File: config.mk
export PLATFORM = sky130hd
export DESIGN_NAME = avalon_mem_arbiter
export DESIGN_NICKNAME = d
export VERILOG_FILES = /design/src/rtl/avalon_mem_arbiter.sv
export SDC_FILE = /design/constraint.sdc
export NUM_CORES = 1
export LEC_CHECK = 0
export BUFFER_PORTS_ARGS = -buffer_cell sky130_fd_sc_hd__buf_4
export CAP_MARGIN = 10
export CORE_AREA = 2 2 121 123
export DETAILED_ROUTE_END_ITERATION = 16
export DIE_AREA = 0 0 123 125
export SLEW_MARGIN = 20
export SYNTH_ARGS = -nofsm -noshare
export SYNTH_HDL_FRONTEND = slang
export SYNTH_SLANG_ARGS = --single-unit
File: constraint.sdc
create_clock -name clk -period 2.4 [get_ports clk]
set_input_delay 0 -clock clk [delete_from_list [all_inputs] [get_ports clk]]
set_output_delay 0 -clock clk [all_outputs]
set_load 0.05 [all_outputs]
File: src/rtl/avalon_mem_arbiter.sv
// rtl/avalon_mem_arbiter.sv - two-master Avalon-MM round-robin arbiter for the shared RAM slave
// Optional stall watchdog: define ARB_TIMEOUT_EN.
module avalon_mem_arbiter #(
    parameter int AW             = 32,
    parameter int DW             = 32,
    parameter int TIMEOUT_CYCLES = 64
) (
    input  logic            clk,
    input  logic            reset,
    input  logic [AW-1:0]   m0_address,
    input  logic            m0_read,
    input  logic            m0_write,
    input  logic [DW-1:0]   m0_writedata,
    input  logic [DW/8-1:0] m0_byteenable,
    output logic            m0_waitrequest,
    output logic [DW-1:0]   m0_readdata,
    input  logic [AW-1:0]   m1_address,
    input  logic            m1_read,
    input  logic            m1_write,
    input  logic [DW-1:0]   m1_writedata,
    input  logic [DW/8-1:0] m1_byteenable,
    output logic            m1_waitrequest,
    output logic [DW-1:0]   m1_readdata,
    output logic [AW-1:0]   s_address,
    output logic            s_read,
    output logic            s_write,
    output logic [DW-1:0]   s_writedata,
    output logic [DW/8-1:0] s_byteenable,
    input  logic            s_waitrequest,
    input  logic [DW-1:0]   s_readdata,
    output logic            arb_error
);
    typedef enum logic [1:0] {IDLE, GNT0, GNT1} state_t;

    state_t state, state_nxt;
    logic   last_gnt, last_gnt_nxt;
    logic   req0, req1;
    logic   timeout_hit;

    assign req0 = m0_read | m0_write;
    assign req1 = m1_read | m1_write;

`ifdef ARB_TIMEOUT_EN
    localparam int CW = $clog2(TIMEOUT_CYCLES + 1);
    logic [CW-1:0] to_cnt;
    logic          err_q;

    assign timeout_hit = (state != IDLE) && (to_cnt == CW'(TIMEOUT_CYCLES));
    assign arb_error   = err_q;

    // Counter restarts with every grant; it only counts stalled cycles of the current transfer.
    always_ff @(posedge clk or negedge reset) begin
        if (!reset) begin
            to_cnt <= '0;
            err_q  <= 1'b0;
        end else begin
            if (state == IDLE || state_nxt == IDLE)
                to_cnt <= '0;
            else if (s_waitrequest)
                to_cnt <= to_cnt + 1'b1;
            if (timeout_hit)
                err_q <= 1'b1;
        end
    end
`else
    logic unused_timeout;
    assign unused_timeout = |TIMEOUT_CYCLES;
    assign timeout_hit    = 1'b0;
    assign arb_error      = 1'b0;
`endif

    always_ff @(posedge clk or negedge reset) begin
        if (!reset) begin
            state    <= IDLE;
            last_gnt <= 1'b1;
        end else begin
            state    <= state_nxt;
            last_gnt <= last_gnt_nxt;
        end
    end

    always_comb begin
        state_nxt      = state;
        last_gnt_nxt   = last_gnt;
        s_address      = '0;
        s_read         = 1'b0;
        s_write        = 1'b0;
        s_writedata    = '0;
        s_byteenable   = '0;
        m0_waitrequest = req0;
        m1_waitrequest = req1;
        case (state)
            IDLE: begin
                if (req0 && (!req1 || last_gnt))
                    state_nxt = GNT0;
                else if (req1)
                    state_nxt = GNT1;
            end
            GNT0: begin
                s_address      = m0_address;
                s_read         = m0_read & ~timeout_hit;
                s_write        = m0_write & ~timeout_hit;
                s_writedata    = m0_writedata;
                s_byteenable   = m0_byteenable;
                m0_waitrequest = s_waitrequest & ~timeout_hit;
                // A dropped request abandons the grant without counting as a turn.
                if (!req0) begin
                    state_nxt = IDLE;
                end else if (!s_waitrequest || timeout_hit) begin
                    state_nxt    = IDLE;
                    last_gnt_nxt = 1'b0;
                end
            end
            GNT1: begin
                s_address      = m1_address;
                s_read         = m1_read & ~timeout_hit;
                s_write        = m1_write & ~timeout_hit;
                s_writedata    = m1_writedata;
                s_byteenable   = m1_byteenable;
                m1_waitrequest = s_waitrequest & ~timeout_hit;
                if (!req1) begin
                    state_nxt = IDLE;
                end else if (!s_waitrequest || timeout_hit) begin
                    state_nxt    = IDLE;
                    last_gnt_nxt = 1'b1;
                end
            end
            default: state_nxt = IDLE;
        endcase
    end

    assign m0_readdata = timeout_hit ? DW'(32'hDEADBEEF) : s_readdata;
    assign m1_readdata = timeout_hit ? DW'(32'hDEADBEEF) : s_readdata;

endmodule

* After elaboration in Yosys (flattened, before gate mapping)
Cells that the tools add are included.
** Storage, ports and cells
- Register bits after elaboration :: 3
- Input port bits :: 175
** Cells by class
- Equal/unequal tests :: 7
- Multiplexer cells :: 18
- Bitwise logic cells :: 2
- Reductions and logical operators :: 6
** Operators by type and width (number)
- $pmux W32 S2 :: 2
- $mux W2 :: 5
- $ne A2 B2 Y1 const B :: 4
- $pmux W4 S2 :: 1
- $mux W1 :: 6
- $pmux W1 S2 :: 3
- $pmux W2 S3 :: 1
- $reduce_and A5 Y1 :: 1
- $ne A3 B3 Y1 const B :: 1
- $eq A2 B1 Y1 const B :: 1
- $eq A2 B2 Y1 const B :: 1
- $logic_not A2 Y1 :: 1
- $or A1 B1 Y1 :: 2
- $reduce_bool A2 Y1 :: 1
- $logic_and A1 B1 Y1 :: 1
- $logic_not A1 Y1 :: 1
- $logic_or A1 B1 Y1 :: 1

* Longest topological paths before layout
Gate-level depths: netlist (run 1).
- Depth after elaboration :: 6
- Gate-level depth with buffers :: 6
- Mapped depth without buffers :: 5

* Least setup slack after synthesis (run 1)
No wires, ideal clock.
- Path type :: register -> output
- Start point :: register state[1]
- End point :: output s_address[10]
- Arrival :: 1925 ps
- Slack :: 475 ps
- Cell stages (with the launch flop) :: 7
- Path through :: dfrtp_1 -> inv_1 -> ha_1 -> buf_2 -> clkbuf_1 -> a22oi_1 -> nor2b_1
** On the way
- Longest elaborated chain between the ends :: 2
- Elaborated cells between the ends (all ways) :: 3
- Classes of those cells :: eq/ne (2); mux (1)
** Ends and longest elaborated chain
- start, declared :: RTL line 35 : state_t state, state_nxt;
- start signal, assigned :: RTL line 77 : state <= state_nxt;
- $eq A2 B2 Y1 or $eq A2 B1 Y1 (tied branches) :: RTL line 92 : case (state)
- $pmux W32 S2 (*) :: RTL line 92
- end, declared :: RTL line 24 : output logic [AW-1:0] s_address,
Mark *: on every way between the ends. The rest lies on a longest branch, timed or not.

* Final worst setup path (run 1)
- Start point :: register state[1]
- End point :: output s_address[19]
The elaborated chain is that of the path after synthesis.

==> qor.txt, run 1 <==
Slew Viols, Final = 0
Worst-skew pair later-pin latency = 230 ps
Worst-path clk slew = 30 ps
Relative slew slack = 63.8%
Die Y = 125 um
HPWL Detailed = 6760 um
Layout cell share with drive strength beyond 1 = 57.7%
Max Cap Viol = 0
DIE AREA = 15400 um^2
Antenna cells = 0
Seq cells post-synth = 3
Setup Skew = 2.03 ps
Clk sinks = 3
DRC Markers = 0
Starting density of the core = 13.1%
Util after Layout = 23.0%
Hold Crit Start = s_readdata[11]
Largest net degree at the start of global routing = 74
Sw frac = 61.1%
DR iter-0 viols = 82
Die width = 123 um
Root buffer cell = clkbuf_16
Fin Hold WS = 0.0282 ps
Status = finished clean
Vias per cell = 4.15
Layout Nets = 578
Gp weighted congestion = 0.699
Synth Flop Type = dfrtp_1
Synthesized Nets = 442
Setup crit start = state[1]
Synth Instances = 262
CTS buffer count = 3
Seq/Total Area, Yosys = 4.10%
Top post-synthesis cells by area = a22oi_1, buf_4, nor2b_1
FFs w/ async S/R, synth = 100%
Fin. Hold Viols = 0
Row count = 44
Cell-internal power = 0.00185 W
Global route overflow = 0
Synth unique cells = 27
Part of the cycle the worst path needs = 86.3%
Cell Area, Placed = 3170 um^2
IO buf count = 214
H-Tree Depth = 1
Final antenna-violating net count = 0
Net load switching power = 0.00290 W
Max Fclk = 0.483 GHz
IO Pins = 312
# hold bufs at CTS = 1
RSZ-0062 raised after global routing = no
Postcts setup bufs = 0
Area leader, netlist = a22oi_1
WS Path Type = flop to output port
Critical path arrival = 2070 ps
Mean routed wirelength per cell = 14.3 um
Final Setup Violations = 0
HP Class = input port to output port
Critical Path Sink Type = output port
Share of the synthesized area in the top cell type = 28.3%
Vias in the first global route = 2384
Synthesis Warnings = 0
Slew @ Worst Pin = 543 ps
Minimum clock period = 2070 ps
P_leak = 1.47 nW
CP required = 2400 ps
First-pass GRT wire length = 11700 um
CP Max Fanout = 38
Mean Syn Cell Area = 7.10 um^2
PostCTS Resize Cnt = 0
Critical R2R Launch = state[1]
Clock power frac = 5.7%
Pwr/cell area = 1460 nW/um^2
Initial antenna violation count = 0
Overall power = 0.00475 W
Vias post-DR = 2410
Flop pwr share = 2.2%
GR Util All Layers = 9.58%
Area growth, synth to finish = 75.4%
Setup TNS = 0 ps
Area of the core = 14200 um^2
Combinational fraction of design power = 92.1%
CTS tree = built
CTS max path bufs = 2
Total Wirelength = 8290 um
Pre-antenna DRT Iters = 4
Worst ir drop on vdd = 0.455 mV
Critical path startpoint category = flop
Cell Area, Synth = 1860 um^2
EDFF count, synth = 0
Final instance area = 3260 um^2
==> cell families (layout without fill, tap and decap cells) <==
kind of cell / after synthesis / count (layout) / share of synthesized area [%]
AO/OA/AOI/OAI: 82 / 82 / 33.4
adder cells (fa/ha/maj): 5 / 5 / 3.36
buffers and inverters: 91 / 226 / 32.2
flip-flops: 3 / 3 / 4.11
multiplexers: 1 / 1 / 0.606
other: 1 / 1 / 0.202
AND/OR/NAND/NOR: 79 / 79 / 26.1
==> placed cells by master (no fill, tap or decap), types with 2 or more instances in the layout <==
cell,count
buf_4,216
a22oi_1,70
nor2b_1,70
o211ai_1,4
nor2_1,3
ha_2,3
clkbuf_16,3
inv_1,2
a21oi_1,2
a211o_1,2
ha_1,2
buf_12,2
dfrtp_1,2
==> routing by layer <==
metal / global-route usage, % / wire length [um] / up-vias
met5: 0 / 0 / -
met4: 6.62 / 585 / 0
met3: 1.87 / 877 / 52
met2: 17.3 / 3990 / 153
met1: 9.74 / 2830 / 1074
li1: - / - / 1131
==> Yosys cell counts, types with 2 or more instances <==
master     n
o211ai_1   4
dfrtp_1    2
clkbuf_1   9
buf_1      4
inv_1      2
a211o_1    2
ha_1       5
buf_4     65
buf_2     10
a22oi_1   70
nor2b_1   70
nor2_1     3
a21oi_1    2
==> power by group through the flow <==
stage | Clock, W | Combinational [W] | Sequential [W]
after floorplan | 0 | 0.00341 | 0.0000969
after global placement | 0 | 0.00433 | 0.000101
after detailed placement | 0 | 0.00441 | 0.000105
after CTS | 0.000272 | 0.00442 | 0.000105
after global routing | 0.000280 | 0.00464 | 0.000108
final | 0.000269 | 0.00438 | 0.000104
==> worst max-delay path, stage by stage, from the launching register on <==
cell,delay [ps]
dfrtp_1,380
inv_1,110
ha_2,700
buf_12,240
nor2b_1,190
buf_4,220
==> cell type report <==
class                      instances  area [um^2]
timing repair buffer             219         1670
inverter                           3         11.3
multi-input combinational        168         1190
sequential                         3         76.3
clock buffer                       4         78.8
fill                            1566        10900
tap                              184          230
==> metrics by stage <==
step | setup WS, ps | cells
after floorplan | 475 | 262
after detailed placement | 544 | 576
after global routing | 157 | 581
after CTS | 284 | 581
final | 329 | 581
after global placement | 647 | 576
==> flip-flops by register name, indices dropped and copies added, names as in the netlist <==
register and flops:
state 2, last_gnt 1
==> final timing paths <==
| check | to | slack [ps] | cells after the start |
|---|---|---|---|
| max | s_address[19] | 330 | 5 |
| min | m0_readdata[11] | 0.03 | 0 |
| max reg2reg | state[0] | 530 | 6 |
| min reg2reg | last_gnt | 650 | 1 |
| max in group asynchronous | last_gnt | 2110 | 2 |
| min in group asynchronous | state[1] | 100 | 2 |
Note: power is estimated with default switching activity, not from simulation.
==> inputs of run 2 (changes only) <==
Settings changed: ABC_AREA set to 1.
==> run 2 against run 1 <==
- first-iteration DRC count up 8.5%
- flip-flop and latch count unchanged
- clock skew increased by 2.5 ps
- highest routed layer unchanged
- fmax up 11%
- register-to-register slack improved by 260 ps
- count of clock-buffer cells in the layout unchanged
- sequential share of layout area hardly changed
- synthesized cell count up 36%
- global-route usage fell by 0.92 points
- synthesized area grew 1.1%
==> qor.txt, run 2 <==
Status = finished clean (unchanged)
Die Y = 125 um (unchanged)
Worst ir drop on vdd = 0.696 mV (was 0.455 mV)
Combinational fraction of design power = 91.7% (was 92.1%)
Setup Skew = 4.57 ps (was 2.03 ps)
Top post-synthesis cells by area = nand2_1, buf_4, a21oi_1 (was a22oi_1, buf_4, nor2b_1)
Critical Path Sink Type = output port (unchanged)
Top flop regs = state (2), last_gnt (1) (unchanged)
Worst Path Buf+Inv = 4 (was 3)
Critical path's top delay family = buffers and inverters (was adder cells)
HP Class = input port to output port (unchanged)
Vias per cell = 3.86 (was 4.15)
Postcts setup bufs = 0 (unchanged)
CTS buffer count = 3 (unchanged)
Area of the core = 14200 um^2 (unchanged)
FILL cells = 1609 (was 1566)
Sw frac = 67.6% (was 61.1%)
Setup crit start = state[0] (was state[1])
Synthesis Warnings = 0 (unchanged)
Minimum clock period = 1860 ps (was 2070 ps)
FFs w/ async S/R, synth = 100% (unchanged)
CTS tree = built (unchanged)
Synth Flop Type = dfrtp_1 (unchanged)
Final Setup Violations = 0 (unchanged)
Root buffer cell = clkbuf_16 (unchanged)
Setup TNS = 0 ps (unchanged)
GR Util All Layers = 8.65% (was 9.58%)
PostCTS Resize Cnt = 0 (unchanged)
Most frequent cells in the layout = buf_4, nand2_1, a21oi_1, inv_1, nor2_1 (was buf_4, a22oi_1, nor2b_1, o211ai_1)
Gp weighted congestion = 0.730 (was 0.699)
Slew Viols, Final = 0 (unchanged)
Largest net degree at the start of global routing = 74 (unchanged)
First-pass GRT wire length = 10900 um (was 11700 um)
Critical R2R Launch = state[1] (unchanged)
RSZ-0062 raised after global routing = no (unchanged)
Fin. Hold Viols = 0 (unchanged)
Crit path max-delay cell type = dfrtp_1 (was ha_2)
Layout Nets = 673 (was 578)
Most flops, register = state (unchanged)
Seq cells post-synth = 3 (unchanged)
Net load switching power = 0.00307 W (was 0.00290 W)
Synthesized Nets = 536 (was 442)
Cell Area, Synth = 1880 um^2 (was 1860 um^2)
Area leader, netlist = nand2_1 (was a22oi_1)
Synth top cells by count = nand2_1, a21oi_1, buf_4 (was a22oi_1, nor2b_1, buf_4)
CP Max Fanout = 41 (was 38)
Seq/Total Area, Yosys = 4.06% (was 4.10%)
Hold Crit Start = s_readdata[4] (was s_readdata[11])
P_leak = 1.59 nW (was 1.47 nW)
Count leader, synth = nand2_1
Vias in the first global route = 2324 (was 2384)
Critical path arrival = 1860 ps (was 2070 ps)
Cell chain of the critical path = inv_1 > ha_1 > inv_2 > buf_12 > a21oi_1 > buf_4 (was inv_1 > ha_2 > buf_12 > nor2b_1 > buf_4)
Max Fclk = 0.538 GHz (was 0.483 GHz)
Antenna cells = 0 (unchanged)
Max reg flops = 2 (unchanged)
Critical path's largest stage delay = 420 ps (was 700 ps)
Mean routed wirelength per cell = 11.0 um (was 14.3 um)
Part of the cycle the worst path needs = 77.5% (was 86.3%)
Share of the synthesized area in the top cell type = 32.6% (was 28.3%)
Flop pwr share = 2.4% (was 2.2%)
Max Cap Viol = 0 (unchanged)
Worst-skew pair later-pin latency = 230 ps (about the same)
Cell-internal power = 0.00147 W (was 0.00185 W)
Clk sinks = 3 (unchanged)
IO buf count = 214 (unchanged)
H-Tree Depth = 1 (unchanged)
Clock power frac = 6.0% (was 5.7%)
Initial antenna violation count = 0 (unchanged)
Row count = 44 (unchanged)
DR iter-0 viols = 89 (was 82)
Overall power = 0.00454 W (was 0.00475 W)
Mean Syn Cell Area = 5.28 um^2 (was 7.10 um^2)
Pwr/cell area = 1410 nW/um^2 (was 1460 nW/um^2)
EDFF count, synth = 0 (unchanged)
Commonest non-fill, non-tap cell in the layout = buf_4 (unchanged)
DRC Markers = 0 (unchanged)
Critical path startpoint category = flop (unchanged)
Global route overflow = 0 (unchanged)
Synth Instances = 356 (was 262)
HPWL Detailed = 5810 um (was 6760 um)
Worst-path clk slew = 30 ps (about the same)
CP required = 2400 ps (about the same)
Synth unique cells = 17 (was 27)
IO Pins = 312 (unchanged)
Total Wirelength = 7460 um (was 8290 um)
Starting density of the core = 13.2% (was 13.1%)
CTS max path bufs = 2 (unchanged)
Pre-antenna DRT Iters = 4 (unchanged)
Die width = 123 um (unchanged)
Layout cell share with drive strength beyond 1 = 45.9% (was 57.7%)
WS Path Type = flop to output port (unchanged)
Area growth, synth to finish = 70.7% (was 75.4%)
DIE AREA = 15400 um^2 (unchanged)
Vias post-DR = 2607 (was 2410)
Final antenna-violating net count = 0 (unchanged)
[run 2: cell type report]
type                       instances  area, um^2  area share (%)
timing repair buffer             220        1680            52.3
multi-input combinational        253        1100            34.2
inverter                          12        45.0            1.40
sequential                         3        76.3            2.38
tap                              184         230            7.18
clock buffer                       4        78.8            2.46
[run 2: power groups by stage]
stage | Combinational, W | Clock (W) | Sequential (W)
3_3_place_gp | 0.00422 | 0 | 0.000105
5_1_grt | 0.00448 | 0.000280 | 0.000115
6_report | 0.00416 | 0.000271 | 0.000107
2_1_floorplan | 0.00329 | 0 | 0.0000999
3_5_place_dp | 0.00421 | 0 | 0.000107
4_1_cts | 0.00422 | 0.000274 | 0.000106
[run 2: logic make-up after synthesis]
kind of cell / Yosys count / synth area share, %
other: 1 / 0.200
AO/OA/AOI/OAI: 75 / 20.0
adder cells (fa/ha/maj): 5 / 3.33
buffers and inverters: 100 / 37.7
AND/OR/NAND/NOR: 172 / 34.7
flip-flops: 3 / 4.06
[run 2: timing repair]
| item | in CTS | in global routing |
|---|---|---|
| endpoints found under the hold margin | 3 | 0 |
| setup endpoints to repair | 0 | 0 |
| hold buffers | 1 | 0 |
[run 2: routing by layer]
layer	part of all wire [%]	wire, um	vias up	global-route usage, %
met5	0	0	-	0
met4	3.2	242	0	3.74
met3	12	861	27	2.33
met2	48	3570	149	15.6
met1	37	2790	1112	9.36
li1	-	-	1319	-
[run 2: final timing paths]
path	endpoint	slack, ps	cells past startpoint
worst min register to register	last_gnt	470	2
worst min-delay path	m0_readdata[4]	0.03	0
worst max register to register	last_gnt	790	8
min in group asynchronous	state[0]	110	2
worst max-delay path	s_writedata[25]	540	6
max in group asynchronous	last_gnt	2110	2
[run 2: through the flow]
stage | cells | setup slack, ps | hold WS (ps) | area [um^2] | utilization [%]
3_5_place_dp | 671 | 761 | -204 | 3120 | 22.0
6_report | 676 | 540 | 0.0282 | 3210 | 22.6
3_3_place_gp | 671 | 765 | -206 | 3120 | 22.0
5_1_grt | 676 | 382 | 0.127 | 3210 | 22.6
4_1_cts | 676 | 514 | 0.497 | 3210 | 22.6
2_1_floorplan | 356 | 327 | -296 | 1880 | -
